`src/rtl/life_sequencer.sv`:
```
// life_sequencer: owns the 8x8 Life grid register and paces the evolve datapath.
// Ports: clk/rst_n; load_valid/load_grid/load_ready load handshake;
//   cmd_run/cmd_step/cmd_pause commands; period ticks per generation;
//   halt_on_stable auto-halt enable; dp_grid/dp_evolve datapath loop;
//   gen_count/gen_pulse/stable/extinct status; state (0 IDLE, 1 RUN, 2 HALT).
module life_sequencer #(
  parameter int GRID_W = 64,
  parameter int TICK_W = 24,
  parameter int GEN_W  = 16
) (
  input  logic              clk,
  input  logic              rst_n,
  input  logic              load_valid,
  input  logic [GRID_W-1:0] load_grid,
  output logic              load_ready,
  input  logic              cmd_run,
  input  logic              cmd_step,
  input  logic              cmd_pause,
  input  logic [TICK_W-1:0] period,
  input  logic              halt_on_stable,
  output logic [GRID_W-1:0] dp_grid,
  input  logic [GRID_W-1:0] dp_evolve,
  output logic [GEN_W-1:0]  gen_count,
  output logic              gen_pulse,
  output logic              stable,
  output logic              extinct,
  output logic [1:0]        state
);

  typedef enum logic [1:0] {
    S_IDLE = 2'd0,
    S_RUN  = 2'd1,
    S_HALT = 2'd2
  } state_t;

  state_t              state_q, state_d;
  logic [GRID_W-1:0]   grid_q;
  logic [GEN_W-1:0]    gen_q;
  logic [TICK_W-1:0]   tick_q, tick_d;
  logic                pulse_q, stable_q;

  logic                load_acc;
  logic                do_load, do_commit;
  logic                same;
  logic                tick_hit;
  logic [TICK_W-1:0]   period_m1;

  assign load_ready = (state_q == S_IDLE) || (state_q == S_HALT);
  assign load_acc   = load_valid && load_ready;
  assign same       = (dp_evolve == grid_q);

  // period 0 behaves like 1; >= lets a lowered period fire immediately
  assign period_m1 = (period == '0) ? '0 : period - 1'b1;
  assign tick_hit  = (tick_q >= period_m1);

  always_comb begin
    state_d   = state_q;
    tick_d    = tick_q;
    do_load   = 1'b0;
    do_commit = 1'b0;
    unique case (state_q)
      S_IDLE: begin
        if (load_acc) begin
          do_load = 1'b1;
        end else if (cmd_pause) begin
          state_d = S_IDLE;
        end else if (cmd_step) begin
          do_commit = 1'b1;
        end else if (cmd_run) begin
          state_d = S_RUN;
          tick_d  = '0;
        end
      end
      S_RUN: begin
        if (cmd_pause) begin
          state_d = S_IDLE;
          tick_d  = '0;
        end else if (tick_hit) begin
          do_commit = 1'b1;
          tick_d    = '0;
          if (same && halt_on_stable)
            state_d = S_HALT;
        end else begin
          tick_d = tick_q + 1'b1;
        end
      end
      S_HALT: begin
        if (load_acc) begin
          do_load = 1'b1;
          state_d = S_IDLE;
        end else if (cmd_pause) begin
          state_d = S_IDLE;
        end
      end
      default: state_d = S_IDLE;
    endcase
  end

  always_ff @(posedge clk or negedge rst_n) begin
    if (!rst_n) begin
      state_q  <= S_IDLE;
      grid_q   <= '0;
      gen_q    <= '0;
      tick_q   <= '0;
      pulse_q  <= 1'b0;
      stable_q <= 1'b0;
    end else begin
      state_q <= state_d;
      tick_q  <= tick_d;
      pulse_q <= do_commit;
      if (do_load) begin
        grid_q   <= load_grid;
        gen_q    <= '0;
        stable_q <= 1'b0;
      end else if (do_commit) begin
        grid_q   <= dp_evolve;
        gen_q    <= (&gen_q) ? gen_q : gen_q + 1'b1;
        stable_q <= same;
      end
    end
  end

  assign dp_grid   = grid_q;
  assign gen_count = gen_q;
  assign gen_pulse = pulse_q;
  assign stable    = stable_q;
  assign extinct   = (grid_q == '0);
  assign state     = state_q;

endmodule

```
`config.mk`:
```
export PLATFORM = sky130hd
export DESIGN_NAME = life_sequencer
export DESIGN_NICKNAME = d
export VERILOG_FILES = /design/src/rtl/life_sequencer.sv
export SDC_FILE = /design/constraint.sdc
export NUM_CORES = 1
export LEC_CHECK = 0
export ABC_AREA = 1
export CAP_MARGIN = 0
export CORE_ASPECT_RATIO = 1.75
export CORE_UTILIZATION = 53
export CTS_CLUSTER_SIZE = 14
export DETAILED_ROUTE_END_ITERATION = 6
export HOLD_SLACK_MARGIN = 0.08
export PLACE_DENSITY = 0.85
export SLEW_MARGIN = 40
export SYNTH_ARGS = -nofsm -noshare
export SYNTH_HDL_FRONTEND = slang
export SYNTH_SLANG_ARGS = --single-unit
```
`constraint.sdc`:
```
create_clock -name clk -period 4.4 [get_ports clk]
set_input_delay 0.44 -clock clk [delete_from_list [all_inputs] [get_ports clk]]
set_output_delay 0.44 -clock clk [all_outputs]
set_load 0.005 [all_outputs]
```
==> summary.md <==
| Metric | Value |
|---|---|
| Max-slew violations | 0 |
| Die ar. | 16200 um2 |
| Max-Cap Viols | 0 |
| Final antenna diode count | 0 |
| Met2 WL | 14500 um |
| First-pass GRT wire length | 42900 um |
| Synthesized instance count | 1337 |
| Maximum clock path buffer count | 2 |
| Largest net degree at the start of global routing | 88 |
| Met1 WL | 9380 um |
| Placement Cell Area | 11000 um2 |
| Pre-CTS setup slack | 0.311 ns |
| CTS clk-pin slew, worst paths | 0.07 ns |
| Yosys warnings | 0 |
| Total CTS buffers | 9 |
| Netlist cell types | 40 |
| WL/cell | 15.2 um |
| Fin area | 11300 um2 |
| # rows | 60 |
| Via count | 9223 |
| Metal3 WL | 1410 um |
| # setup viols final | 0 |
| CTS sink count | 108 |
| Hold_buf cts | 0 |
| Iteration-0 DRC Markers | 383 |
| Input/output buffers | 244 |
| GRT Overall Usage | 32.9% |
| F_max | 0.265 GHz |
| Setup WS post-layout | 0.632 ns |
| Starting Density | 54.1% |
| Post-CTS Resized | 0 |
| Worst-margin pin slew | 0.729 ns |
| Worst Path Max Fanout | 19 |
| Hold WS | 0.0701 ns |
| Die height | 168 um |
| CTS tree | done |
| Net Count, Synth | 1524 |
| Dpl hpwl | 21000 um |
| Startpoint types | input pin |
| Arrival time worst endpoint | 4.06 ns |
| Core ar. | 15400 um2 |
| Share of layout cells above drive strength 1 | 3.06% |
| Via/cell ratio | 5.25 |
| Max rail drop VDD | 233 uV |
| DRT antenna net count | 0 |
| Pwr dens | 371 nW/um2 |
| Top Layer Used | met4 |
| Final RePlAce weighted congestion | 0.942 |
| Total global routing overflow | 0 |
| Worst setup path class | input pin to flop |
| Clk_skew | 0.0106 ns |
| Pre-Repair DR Iteration Count | 5 |
| Sequential share of the synthesized area | 32.5% |
| Final Power | 0.00419 W |
| Register-to-Register Setup Slack | 1.91 ns |
| Synthesis-stage register bit count | 108 |
| CTS H-tree lvls | 3 |
| Cell area after synthesis | 8330 um2 |
| WP data required | 4.70 ns |
| Vias in the first global route | 9099 |
| Post-layout nets | 1754 |
| Status | finished clean |
| Final cycle utilization of the critical path | 85.6% |
| RSZ-0062 raised after global routing | no |
| Remaining DRCs | 0 |
| Worst hold path type | input pin to async pin |
| Later-pin clock latency in the skew report | 0.36 ns |
| Initial antenna violation count | 0 |
| Clock Tree Root | clkbuf_16 |
| Routed WL | 26600 um |
| Layout area overhead | 35.6% |
| P_leak | 5.56 nW |
| CP Capture Type | flop |
| Ports | 245 |
| Final TNS setup | 0 ns |
| Avg Inst Size Synth | 6.23 um2 |
| Rel. slew slack | 51.0% |
| Final hold viol count | 0 |
| Fin crit period | 3.77 ns |
| Die Wd | 96.8 um |
| Post-CTS Setup Bufs | 0 |
==> area by class of cell <==
cell class                 count  area (um2)
clock buffer                  11         243
clock inverter                 4        97.6
fill                        1293        4100
inverter                     179         674
multi-input combinational   1016        4780
sequential                   108        2700
tap                          186         233
timing repair buffer         253        2560
==> critical path, cell delays in order <==
cell	delay, ns
clkdlybuf4s50_1	0.40
inv_1	0.18
ha_1	0.22
inv_1	0.07
nor3_1	0.46
nand2_1	0.16
nor3_1	0.21
a21boi_0	0.12
o21ai_0	0.11
ha_1	0.28
nand2_1	0.06
nor2_1	0.05
nand2_1	0.08
inv_1	0.05
a21oi_2	0.14
nand2_1	0.11
nand2_2	0.10
nand3_4	0.25
nand2_2	0.38
nand2_1	0.11
nand2_1	0.09
==> routing by layer <==
layer / vias to the layer above / global-route usage [%]
met4: 0 / 17.3
met5: - / 0
met3: 86 / 5.48
met1: 4210 / 33.4
li1: 4629 / -
met2: 298 / 63.3
==> final timing paths <==
path | startpoint | end | cells past startpoint
max | period[0] | gen_count[3] | 21
min | rst_n | dp_grid[59] | 1
max in group asynchronous | rst_n | dp_grid[38] | 2
min in group clk | stable | stable | 2
max reg2reg | state[0] | dp_grid[4] | 8
min reg2reg | stable | stable | 2
==> cells by family after synthesis <==
family,synth area share [%]
AND/OR/NAND/NOR,38.6
XOR/XNOR,4.10
AO/OA/AOI/OAI,10.5
buffers and inverters,10.2
adder cells (fa/ha/maj),4.21
flip-flops,32.5
==> state kept, by name, summed over array words and instances (netlist names) <==
name,cells
tick_q,24
state,2
stable,1
gen_pulse,1
dp_grid,64
gen_count,16
==> cells in the final DEF, fill, tap and decap left out, types with 3 or more instances in the layout <==
cell type	n
a21boi_0	6
a21oi_1	15
buf_12	4
buf_4	5
bufinv_16	3
clkbuf_16	9
clkdlybuf4s50_1	243
dfrtp_1	108
ha_1	28
inv_1	175
nand2_1	517
nand2_2	5
nand3_1	47
nand3b_1	3
nand4_1	19
nor2_1	148
nor3_1	17
nor3_2	3
nor4_1	15
o21ai_0	120
o21ai_1	14
or2_2	3
xnor2_1	8
xor2_1	31
==> report_power, final <==
part	switching [W]	internal [W]	total, W
Sequential	0.000276	0.00122	0.00150
Combinational	0.000898	0.000847	0.00175
Clock	0.000376	0.000570	0.000946
Total	0.00155	0.00264	0.00419
==> Yosys cell counts <==
master | n | area share, %
nand2_1 | 517 | 23
inv_1 | 175 | 7.9
nor2_1 | 148 | 6.7
o21ai_0 | 120 | 7.2
dfrtp_1 | 108 | 32
nand3_1 | 47 | 2.8
xor2_1 | 31 | 3.3
ha_1 | 28 | 4.2
nand4_1 | 19 | 1.4
clkbuf_1 | 18 | 0.81
nor3_1 | 17 | 1.0
a21oi_1 | 15 | 0.90
nor4_1 | 15 | 1.1
o21ai_1 | 14 | 0.84
buf_2 | 9 | 0.54
xnor2_1 | 8 | 0.84
a21boi_0 | 6 | 0.54
buf_4 | 5 | 0.45
nand2_2 | 5 | 0.38
nand3b_1 | 3 | 0.27
nor3_2 | 3 | 0.36
or2_2 | 3 | 0.23
a21o_1 | 2 | 0.18
buf_6 | 2 | 0.27
inv_2 | 2 | 0.090
nand3_4 | 2 | 0.42
nor2_2 | 2 | 0.15
a21oi_2 | 1 | 0.11
a22o_1 | 1 | 0.11
a31o_2 | 1 | 0.11
a31oi_1 | 1 | 0.075
clkinv_1 | 1 | 0.045
clkinv_2 | 1 | 0.060
nand4_2 | 1 | 0.15
nor3_4 | 1 | 0.20
nor4b_1 | 1 | 0.11
o21a_1 | 1 | 0.090
o21ai_2 | 1 | 0.11
o21bai_1 | 1 | 0.090
o311ai_0 | 1 | 0.11
==> metrics by stage <==
| step | cells | utilization [%] |
|---|---|---|
| 5_1_grt | 1757 | 73.4 |
| 3_3_place_gp | 1742 | 71.1 |
| 6_report | 1757 | 73.4 |
| 4_1_cts | 1757 | 73.4 |
| 3_5_place_dp | 1742 | 71.2 |
| 2_1_floorplan | 1337 | - |
No activity file was read; power rests on OpenSTA's default activity.
